File: src/rtl/enet_tx_mac.sv
// 10BASE-T transmit MAC sequencer: frames host bytes into preamble/SFD/payload/pad/FCS
// and serialises them at two clocks per bit onto the PLS interface, then enforces the IFG.
//
//  state    | meaning
//  ---------+--------------------------------------------------------------
//  IDLE     | gap satisfied, waiting for a host byte with PLS not busy
//  PREAMBLE | 7 x 0x55 then SFD 0xD5, CRC frozen
//  DATA     | host bytes from the holding register, CRC running
//  PAD      | zero bytes up to MIN_PAYLOAD, CRC running
//  FCS      | inverted CRC, 32 bits LSB first
//  IFG      | interframe gap countdown, then wait for PLS idle
module enet_tx_mac #(
    parameter int IFG_CYCLES  = 192,
    parameter int MIN_PAYLOAD = 60
) (
    input  logic       clk_20mhz,
    input  logic       rst_i,
    input  logic [7:0] tx_data,
    input  logic       tx_valid,
    input  logic       tx_last,
    output logic       tx_ready,
    input  logic       txbusy,
    output logic       data_enable,
    output logic       txd_out,
    output logic       frame_done,
    output logic       tx_underrun
);

    typedef enum logic [2:0] {IDLE, PREAMBLE, DATA, PAD, FCS, IFG} state_t;

    localparam logic [31:0] CRC_POLY = 32'hEDB88320;
    localparam logic [10:0] MIN_CNT  = 11'(MIN_PAYLOAD);
    localparam logic [15:0] IFG_LOAD = 16'(IFG_CYCLES);

    state_t      state;
    logic        ready_en;
    logic [7:0]  hold_data;
    logic        hold_last;
    logic        hold_full;
    logic        last_taken;
    logic        cur_last;
    logic [31:0] shreg;
    logic [4:0]  bit_cnt;
    logic        phase;
    logic [2:0]  pre_cnt;
    logic [10:0] byte_cnt;
    logic [31:0] crc;
    logic [15:0] ifg_cnt;

    logic [31:0] crc_next;
    logic [31:0] fcs_word;
    logic [4:0]  bit_last;
    logic [10:0] byte_inc;
    logic        accept;

    assign crc_next = {1'b0, crc[31:1]} ^ ((crc[0] ^ txd_out) ? CRC_POLY : 32'd0);
    assign fcs_word = ~crc;
    assign bit_last = (state == FCS) ? 5'd31 : 5'd7;
    assign byte_inc = (byte_cnt == 11'h7FF) ? byte_cnt : byte_cnt + 11'd1;

    // ready_en delays tx_ready by one cycle after reset release
    assign tx_ready = ready_en & ~hold_full & ~last_taken & (state != IFG);
    assign accept   = tx_valid & tx_ready;

    always_ff @(posedge clk_20mhz) begin
        if (rst_i) begin
            state       <= IDLE;
            ready_en    <= 1'b0;
            hold_data   <= '0;
            hold_last   <= 1'b0;
            hold_full   <= 1'b0;
            last_taken  <= 1'b0;
            cur_last    <= 1'b0;
            shreg       <= '0;
            bit_cnt     <= '0;
            phase       <= 1'b0;
            pre_cnt     <= '0;
            byte_cnt    <= '0;
            crc         <= '1;
            ifg_cnt     <= '0;
            data_enable <= 1'b0;
            txd_out     <= 1'b0;
            frame_done  <= 1'b0;
            tx_underrun <= 1'b0;
        end else begin
            ready_en    <= 1'b1;
            frame_done  <= 1'b0;
            tx_underrun <= 1'b0;
            case (state)
                IDLE: begin
                    if ((accept | hold_full) & ~txbusy) begin
                        state       <= PREAMBLE;
                        data_enable <= 1'b1;
                        shreg       <= 32'h0000_0055;
                        txd_out     <= 1'b1;
                        bit_cnt     <= '0;
                        phase       <= 1'b0;
                        pre_cnt     <= '0;
                        byte_cnt    <= '0;
                        crc         <= '1;
                    end
                end
                IFG: begin
                    if (ifg_cnt != 16'd0) begin
                        ifg_cnt <= ifg_cnt - 16'd1;
                    end else if (!txbusy) begin
                        state      <= IDLE;
                        last_taken <= 1'b0;
                    end
                end
                default: begin
                    if (!phase) begin
                        phase <= 1'b1;
                        if (state == DATA || state == PAD) crc <= crc_next;
                    end else begin
                        phase <= 1'b0;
                        if (bit_cnt != bit_last) begin
                            bit_cnt <= bit_cnt + 5'd1;
                            shreg   <= {1'b0, shreg[31:1]};
                            txd_out <= shreg[1];
                        end else begin
                            bit_cnt <= '0;
                            // byte (or FCS word) slot boundary: pick the next thing to send
                            if (state == PREAMBLE && pre_cnt != 3'd7) begin
                                pre_cnt <= pre_cnt + 3'd1;
                                shreg   <= (pre_cnt == 3'd6) ? 32'h0000_00D5 : 32'h0000_0055;
                                txd_out <= 1'b1;
                            end else if (state == FCS) begin
                                frame_done  <= 1'b1;
                                data_enable <= 1'b0;
                                txd_out     <= 1'b0;
                                state       <= IFG;
                                ifg_cnt     <= IFG_LOAD;
                            end else if ((state == DATA && cur_last) || state == PAD) begin
                                if (byte_cnt < MIN_CNT) begin
                                    state    <= PAD;
                                    shreg    <= '0;
                                    txd_out  <= 1'b0;
                                    byte_cnt <= byte_inc;
                                end else begin
                                    state   <= FCS;
                                    shreg   <= fcs_word;
                                    txd_out <= fcs_word[0];
                                end
                            end else if (hold_full) begin
                                state     <= DATA;
                                shreg     <= {24'd0, hold_data};
                                txd_out   <= hold_data[0];
                                cur_last  <= hold_last;
                                hold_full <= 1'b0;
                                byte_cnt  <= byte_inc;
                            end else begin
                                tx_underrun <= 1'b1;
                                data_enable <= 1'b0;
                                txd_out     <= 1'b0;
                                state       <= IFG;
                                ifg_cnt     <= IFG_LOAD;
                            end
                        end
                    end
                end
            endcase
            if (accept) begin
                hold_data <= tx_data;
                hold_last <= tx_last;
                hold_full <= 1'b1;
                if (tx_last) last_taken <= 1'b1;
            end
        end
    end

endmodule

File: config.mk
export PLATFORM = sky130hd
export DESIGN_NAME = enet_tx_mac
export DESIGN_NICKNAME = d
export VERILOG_FILES = /design/src/rtl/enet_tx_mac.sv
export SDC_FILE = /design/constraint.sdc
export NUM_CORES = 1
export LEC_CHECK = 0
export BUFFER_PORTS_ARGS = -buffer_cell sky130_fd_sc_hd__buf_2
export CORE_MARGIN = 4
export CORE_UTILIZATION = 61
export DETAILED_ROUTE_END_ITERATION = 8
export PLACE_DENSITY = 0.76
export SYNTH_ARGS = -nofsm -noshare
export SYNTH_HDL_FRONTEND = slang
export SYNTH_SLANG_ARGS = --single-unit
File: constraint.sdc
create_clock -name clk_20mhz -period 7.95 [get_ports clk_20mhz]
set_clock_uncertainty 0.1 [all_clocks]
set_input_delay 1.1925 -clock clk_20mhz [delete_from_list [all_inputs] [get_ports clk_20mhz]]
set_output_delay 1.1925 -clock clk_20mhz [all_outputs]
set_load 0.02 [all_outputs]
==> results of run 1 <==
[worst max-delay path: stages (launching register included)]
cell	delay, ns
dfxtp_1	0.89
and3b_1	0.33
nor4b_2	0.74
buf_2	0.30
[flip-flops by register name, summed over array words and instances, names as in the netlist, 3 cells and up]
signal     count
crc           32
shreg         31
ifg_cnt       16
byte_cnt      11
hold_data      8
bit_cnt        5
pre_cnt        3
state          3
[final cells by class]
class	instances	area share
Clock buffer	23	0.06979
Clock inverter	9	0.01081
Inverter	10	0.005496
Multi-Input combinational cell	544	0.5217
Sequential cell	119	0.3488
Tap cell	133	0.02436
Timing Repair Buffer	23	0.01905
[worst max-delay path by stage]
stage	endpoint	slack [ns]	depth (start not counted)
after floorplan	tx_ready	5.00	5
after global placement	shreg[5]	4.33	6
after detailed placement	shreg[3]	4.22	6
after CTS	tx_ready	3.85	3
after global routing	tx_ready	3.67	3
final	tx_ready	3.85	3
[metal layers]
| layer | part of all wire | global-route usage | vias to the layer above |
|---|---|---|---|
| met4 | 0.014 | 0.09197 | 0 |
| met1 | 0.47 | 0.3679 | 2664 |
| met3 | 0.058 | 0.07223 | 24 |
| li1 | - | - | 2684 |
| met5 | 0 | 0 | - |
| met2 | 0.45 | 0.3991 | 167 |
[layout by cell type, fill, tap and decap left out, types with 9 or more instances in the layout]
| cell type | n |
|---|---|
| a211oi_1 | 29 |
| a21oi_1 | 70 |
| a2bb2oi_1 | 25 |
| buf_2 | 17 |
| clkbuf_16 | 16 |
| dfxtp_1 | 119 |
| inv_1 | 9 |
| mux2i_1 | 38 |
| nand2_1 | 54 |
| nand2b_1 | 27 |
| nand3_1 | 37 |
| nand3b_1 | 17 |
| nor2_1 | 24 |
| nor2b_1 | 17 |
| nor3_1 | 24 |
| o21ai_0 | 27 |
| xor2_1 | 16 |
[logic make-up after synthesis]
kind of cell	count (synthesis)	share of synthesized area
AO/OA/AOI/OAI	217	0.2327
adder cells (fa/ha/maj)	7	0.01404
multiplexers	39	0.06280
XOR/XNOR	18	0.02528
AND/OR/NAND/NOR	263	0.2346
flip-flops	119	0.3820
buffers and inverters	72	0.04856
[power groups by stage]
| stage | Sequential (mW) | Clock [mW] | Combinational [mW] |
|---|---|---|---|
| floorplan | 0.727 | 0 | 0.420 |
| global placement | 0.758 | 0 | 0.490 |
| detailed placement | 0.760 | 0 | 0.504 |
| CTS | 0.750 | 0.721 | 0.507 |
| global route | 0.763 | 0.748 | 0.567 |
| finish | 0.753 | 0.714 | 0.512 |
==> impl_metrics.ini, run 1 <==
[run_status]
outcome = finished, final reports clean

[synth]
synth_seq_area_share = 0.3820
ys_warn_count = 0
syn_area_um2 = 6236
ys_seq_elements = 119
synth_top_area_frac = 0.3820
synth_top_cell_by_area = dfxtp_1
synth-main-ff-cell = dfxtp_1
syn_area_per_cell_um2 = 8.484
ys_top_cells_by_count = dfxtp_1 (119), a21oi_1 (70), nand2_1 (54)
synth_area_leaders = dfxtp_1 (38%), mux2i_1 (6.1%), a21oi_1 (5.6%)
synth_most_common_cell = dfxtp_1
synth.distinct_cells = 68
synthesis.instances = 735
synth.net_count = 755
async_reset_ff_frac = 0
synth_edf_count = 0

[clock_tree]
clock_latency_ns = 0.55
cts_tree = done
cts.sinks = 119
clk_pin_slew_ns = 0.06
root_buffer = clkbuf_8
cts_hold_buf = 0
cts_max_level = 4
cts_made_buffers = 17
clock_path_buffers = 2
cts_setup_buffers = 0
post_cts_resized = 0

[place]
io_buffers = 17
place_area_um2 = 6280
gp_congestion = 0.9130
placed_cells_incl_taps = 829
place_hpwl_mm = 9.321
dp_slack_ns = 4.219

[finish]
diodes = 0
post_route_cells_drive_above_1_share = 0.09341
fin_util = 0.6924
finalNonFillerCells = 861
multiInputGateArea_um2 = 3563
n_fill_cell = 796
syn2layout_area_growth_pct = 9.530
fin_area_um2 = 6830
nets = 735
register_area_um2 = 2382

[power_and_ir_drop]
max-vdd-ir-drop_mv = 0.1806
combPwrFrac = 0.259
power.internal_mw = 1.307
power_mw = 1.979
p_seq_frac = 0.380
switchingPower_mw = 0.6729
power_density_nw_per_um2 = 289.8
clkPwrFrac = 0.361
sw_frac_of_total = 0.3399
leakage_nw = 2.452

[critical_path]
critPathKind = reg -> out
crit_path_max_fanout = 29
worstSetupEndpointType = primary output
worstPathRequired_ns = 6.66
r2r_cells = 5
rr_endpoint = shreg[3]
crit_path_start = state[1]
r2r_start = state[1]
cp-start-kind = register
worstPathArrival_ns = 2.80
r2r_slack_ns = 4.33

[timing]
hold_violations = 0
finalCritPeriodShare = 0.5154
tns_ns = 0
fin_crit_ns = 4.097
tightest_slew_ns = 1.121
whs_ns = 0.3645
drv_slew = 0
slew_headroom = 0.2507
setup_violations = 0
clock.fmax_mhz = 244.1
rsz0062_at_grt = no
worst_slack_ns = 3.853

[worst_hold_path]
whs_path_depth = 2
hold_end = hold_data[5]
hold_path.startpoint = hold_data[5]
hp-class = reg -> reg

[routing]
drt_first_pass_iters = 6
drt-total-wl_mm = 14.81
drt-initial-drc-count = 510
routedWlPerCell_um = 17.20
viasPerCell = 6.433
num_vias = 5539
drc = 0
final_antenna_net_count = 0

[grt]
antenna_found_initial = 0
track_usage = 0.2660
grt_pass1_wl_mm = 24.99
grt_pass1_vias = 5095
grt_overflow = 0
grt_max_degree = 70

[floorplan]
die_area_um2 = 11910
ios = 18
start_util = 0.6322
die_w_um = 109.1
die_height_um = 109.1
rows = 36
core-area_um2 = 9864

[job]
cap_viol_max_count = 0
Power figures use the tool's default switching activity.
==> run 2, diff against run 1 <==
Settings changed: CORE_UTILIZATION 61 to 56, PLACE_DENSITY 0.76 to 0.74.
Clock period 7.95 ns to 3.4 ns, I/O delays scaled along.
==> impl_metrics.ini, run 2 (synthesis results as in run 1) <==
[routing]
drt-initial-drc-count = 389
num_vias = 5582
routedWlPerCell_um = 17.10
drt_first_pass_iters = 5
viasPerCell = 6.307
drc = 0
drt-total-wl_mm = 15.14
final_antenna_net_count = 0

[worst_hold_path]
hp-class = in -> reg
hold_path.startpoint = tx_data[1]
hold_end = hold_data[1]
whs_path_depth = 3

[critical_path]
worstSetupEndpointType = register
slowest_stage = a2111oi_0
worstPathArrival_ns = 3.39
r2r_cells = 6
critPathBufInv = 1
critPathKind = reg -> reg
crit_path_max_fanout = 16
rr_endpoint = ifg_cnt[3]
r2r_start = state[1]
cp-start-kind = register
r2r_slack_ns = 0.35
crit_path_start = state[1]
cp_top_family = compound AO/OA/AOI/OAI gates
max_stage_delay_ns = 0.75
crit_chain = buf_4, or3b_2, a21oi_1, o211ai_1, a2111oi_0, mux2i_1
worstPathRequired_ns = 3.74

[place]
gp_congestion = 0.9061
place_hpwl_mm = 9.803
io_buffers = 17

[floorplan]
core-area_um2 = 10890
die_height_um = 113.5
start_util = 0.5727
rows = 38
ios = 18
die_w_um = 113.5
die_area_um2 = 12890

[finish]
largest_reg_flops = 32
layout.cells.most_common = dfxtp_1
n_fill_cell = 898
nets = 752
post_route_cells_drive_above_1_share = 0.1154
diodes = 0
register_area_um2 = 2382
fin_util = 0.6417
reg_top3 = crc: 32 flops, shreg: 31 flops, ifg_cnt: 16 flops
multiInputGateArea_um2 = 3563
final_cell_mix = dfxtp_1 (119), a21oi_1 (70), nand2_1 (54)
syn2layout_area_growth_pct = 12.04
top_register = crc

[timing]
tightest_slew_ns = 0.9039
tns_ns = 0
drv_slew = 0
hold_violations = 0
slew_headroom = 0.3948
rsz0062_at_grt = no
fin_crit_ns = 3.053
clock.fmax_mhz = 327.6
finalCritPeriodShare = 0.8979
setup_violations = 0

[power_and_ir_drop]
leakage_nw = 2.531
power_density_nw_per_um2 = 673.4
max-vdd-ir-drop_mv = 0.3451

[clock_tree]
root_buffer = clkbuf_8
post_cts_resized = 0
cts_setup_buffers = 0
cts_max_level = 4
cts_hold_buf = 0
cts_made_buffers = 17
cts.sinks = 119
cts_tree = done
clock_latency_ns = 0.52
clock_path_buffers = 2
clk_pin_slew_ns = 0.06

[grt]
track_usage = 0.2425
grt_pass1_wl_mm = 25.85
grt_overflow = 0
grt_max_degree = 43
grt_pass1_vias = 5290
antenna_found_initial = 0

[run_status]
outcome = finished, final reports clean

[job]
cap_viol_max_count = 0
## run 2: worst max path at each step
stage,slack (ns),depth (start not counted),to
2_1_floorplan,0.89,9,shreg[31]
3_3_place_gp,0.59,6,shreg[31]
3_5_place_dp,0.39,6,ifg_cnt[3]
4_1_cts,0.38,6,ifg_cnt[3]
5_1_grt,0.20,6,ifg_cnt[3]
6_report,0.35,6,ifg_cnt[3]
## run 2: layer usage
layer  track usage  up-vias  part of all wire
met2        0.3718      185              0.45
met4        0.1018        0             0.018
met3       0.03873       27             0.054
met1        0.3395     2638              0.48
met5             0        -                 0
li1              -     2732                 -
## run 2: through the flow
stage	worst slack (ns)	instances	total power, mW	area, µm²	hold slack, ns
4_1_cts	0.3838	885	4.700	6987	0.1302
5_1_grt	0.1991	885	4.941	6987	0.1371
6_report	0.3471	885	4.705	6987	0.1433
3_5_place_dp	0.3940	853	3.028	6429	0.3589
2_1_floorplan	0.8910	735	2.683	6236	0.3357
3_3_place_gp	0.5851	853	2.991	6429	0.3495
## run 2: layout make-up
type                            instances  share of cell area
Clock inverter                         11             0.01415
Clock buffer                           21             0.06572
Multi-Input combinational cell        544              0.5100
Inverter                               10            0.005372
Sequential cell                       119              0.3410
Tap cell                              140             0.02507
Timing Repair Buffer                   40             0.03868
## run 2: report_power, final
part | switching (mW) | internal [mW]
clock network | 0.646 | 1.02
logic | 0.809 | 0.491
registers | 0.154 | 1.58
total | 1.61 | 3.10
## run 2: worst register-to-register path, cell delays in order, from the launching register on
cell and delay, ns:
dfxtp_1 0.59, buf_4 0.29, or3b_2 0.47, a21oi_1 0.14
o211ai_1 0.35, a2111oi_0 0.76, mux2i_1 0.27
==> run 3, diff against run 2 <==
Settings changed: PLACE_DENSITY 0.74 to not set, PLACE_DENSITY_LB_ADDON set to 0.1.
==> impl_metrics.ini, run 3 (synthesis results as in run 1) <==
[routing]
drt_first_pass_iters = 5
viasPerCell = 6.348
num_vias = 5593
drt-initial-drc-count = 520
final_antenna_net_count = 0
routedWlPerCell_um = 17.40
drt-total-wl_mm = 15.33
drc = 0

[floorplan]
die_height_um = 113.5
rows = 38
core-area_um2 = 10890
die_area_um2 = 12890
die_w_um = 113.5
start_util = 0.5727
ios = 18

[timing]
setup_violations = 0
slew_headroom = 0.3218
hold_violations = 0
rsz0062_at_grt = no
fin_crit_ns = 2.978
worst_slack_ns = 0.4218
tightest_slew_ns = 1.016
clock.fmax_mhz = 335.8
whs_ns = 0.1206
tns_ns = 0
drv_slew = 0
finalCritPeriodShare = 0.8759

[worst_hold_path]
hp-class = in -> reg

[job]
cap_viol_max_count = 0

[finish]
final_cell_mix = dfxtp_1 (119), a21oi_1 (70), nand2_1 (54)
nets = 748
reg_top3 = crc: 32 flops, shreg: 31 flops, ifg_cnt: 16 flops
post_route_cells_drive_above_1_share = 0.1120
fin_area_um2 = 7047
diodes = 0
largest_reg_flops = 32
layout.cells.most_common = dfxtp_1
top_register = crc
syn2layout_area_growth_pct = 13.00

[power_and_ir_drop]
leakage_nw = 2.542
power_mw = 4.981
max-vdd-ir-drop_mv = 0.5598
power_density_nw_per_um2 = 706.9

[critical_path]
worstSetupEndpointType = register
critPathKind = reg -> reg
crit_path_max_fanout = 22
worstPathRequired_ns = 3.77
r2r_slack_ns = 0.42
cp-start-kind = register
worstPathArrival_ns = 3.35

[grt]
grt_pass1_wl_mm = 26.43
grt_pass1_vias = 5366
antenna_found_initial = 0
grt_max_degree = 63
grt_overflow = 0
track_usage = 0.2503

[clock_tree]
clock_latency_ns = 0.54
cts_made_buffers = 17
cts_setup_buffers = 0
clock_path_buffers = 2
cts.sinks = 119
cts_hold_buf = 0
cts_max_level = 4
root_buffer = clkbuf_8
post_cts_resized = 0
cts_tree = done
clk_pin_slew_ns = 0.06

[place]
io_buffers = 17
place_area_um2 = 6399
dp_slack_ns = 0.4743
place_hpwl_mm = 9.757
gp_congestion = 0.8868

[run_status]
outcome = finished, final reports clean
-- run 3: area by class of cell --
class | instances | area [µm²]
fillers | 904 | 3841
multi-input cells | 544 | 3563
inverters | 10 | 37.54
repair buffers | 36 | 240.2
clock inverters | 14 | 220.2
flip-flops and latches | 119 | 2382
clock buffers | 18 | 427.9
well taps | 140 | 175.2
-- run 3: per-stage QoR --
stage	instances	utilization
after global routing	881	0.6472
after CTS	881	0.6472
after detailed placement	849	0.5877
after global placement	849	0.5877
after floorplan	735	-
final	881	0.6472
-- run 3: critical path, cell delays in order (launching register included) --
cell,delay [ns]
dfxtp_1,0.50
buf_4,0.27
or3_1,0.39
a211oi_1,0.50
nor2_1,0.31
nor2_2,0.42
buf_12,0.22
o221a_2,0.20
-- run 3: path summary, 6_finish.rpt --
kind,to,start,cells past startpoint
setup / recovery,shreg[1],state[1],7
hold / removal,hold_data[7],tx_data[7],3
setup reg to reg,shreg[1],state[1],7
hold reg to reg,hold_data[1],hold_data[1],2
-- run 3: layer usage --
metal  track usage  wire, µm  up-vias
met3       0.05040       856       18
met4       0.09054       218        0
met1        0.3562      7494     2685
li1              -         -     2720
met2        0.3761      6761      170
met5             0         0        -
-- run 3: report_power, final --
part | switching [mW] | total, mW | leakage [nW] | internal, mW
clock | 0.675 | 1.96 | 0.304 | 1.29
combinational | 0.798 | 1.28 | 1.27 | 0.482
sequential | 0.156 | 1.74 | 0.967 | 1.58
total | 1.63 | 4.98 | 2.54 | 3.35
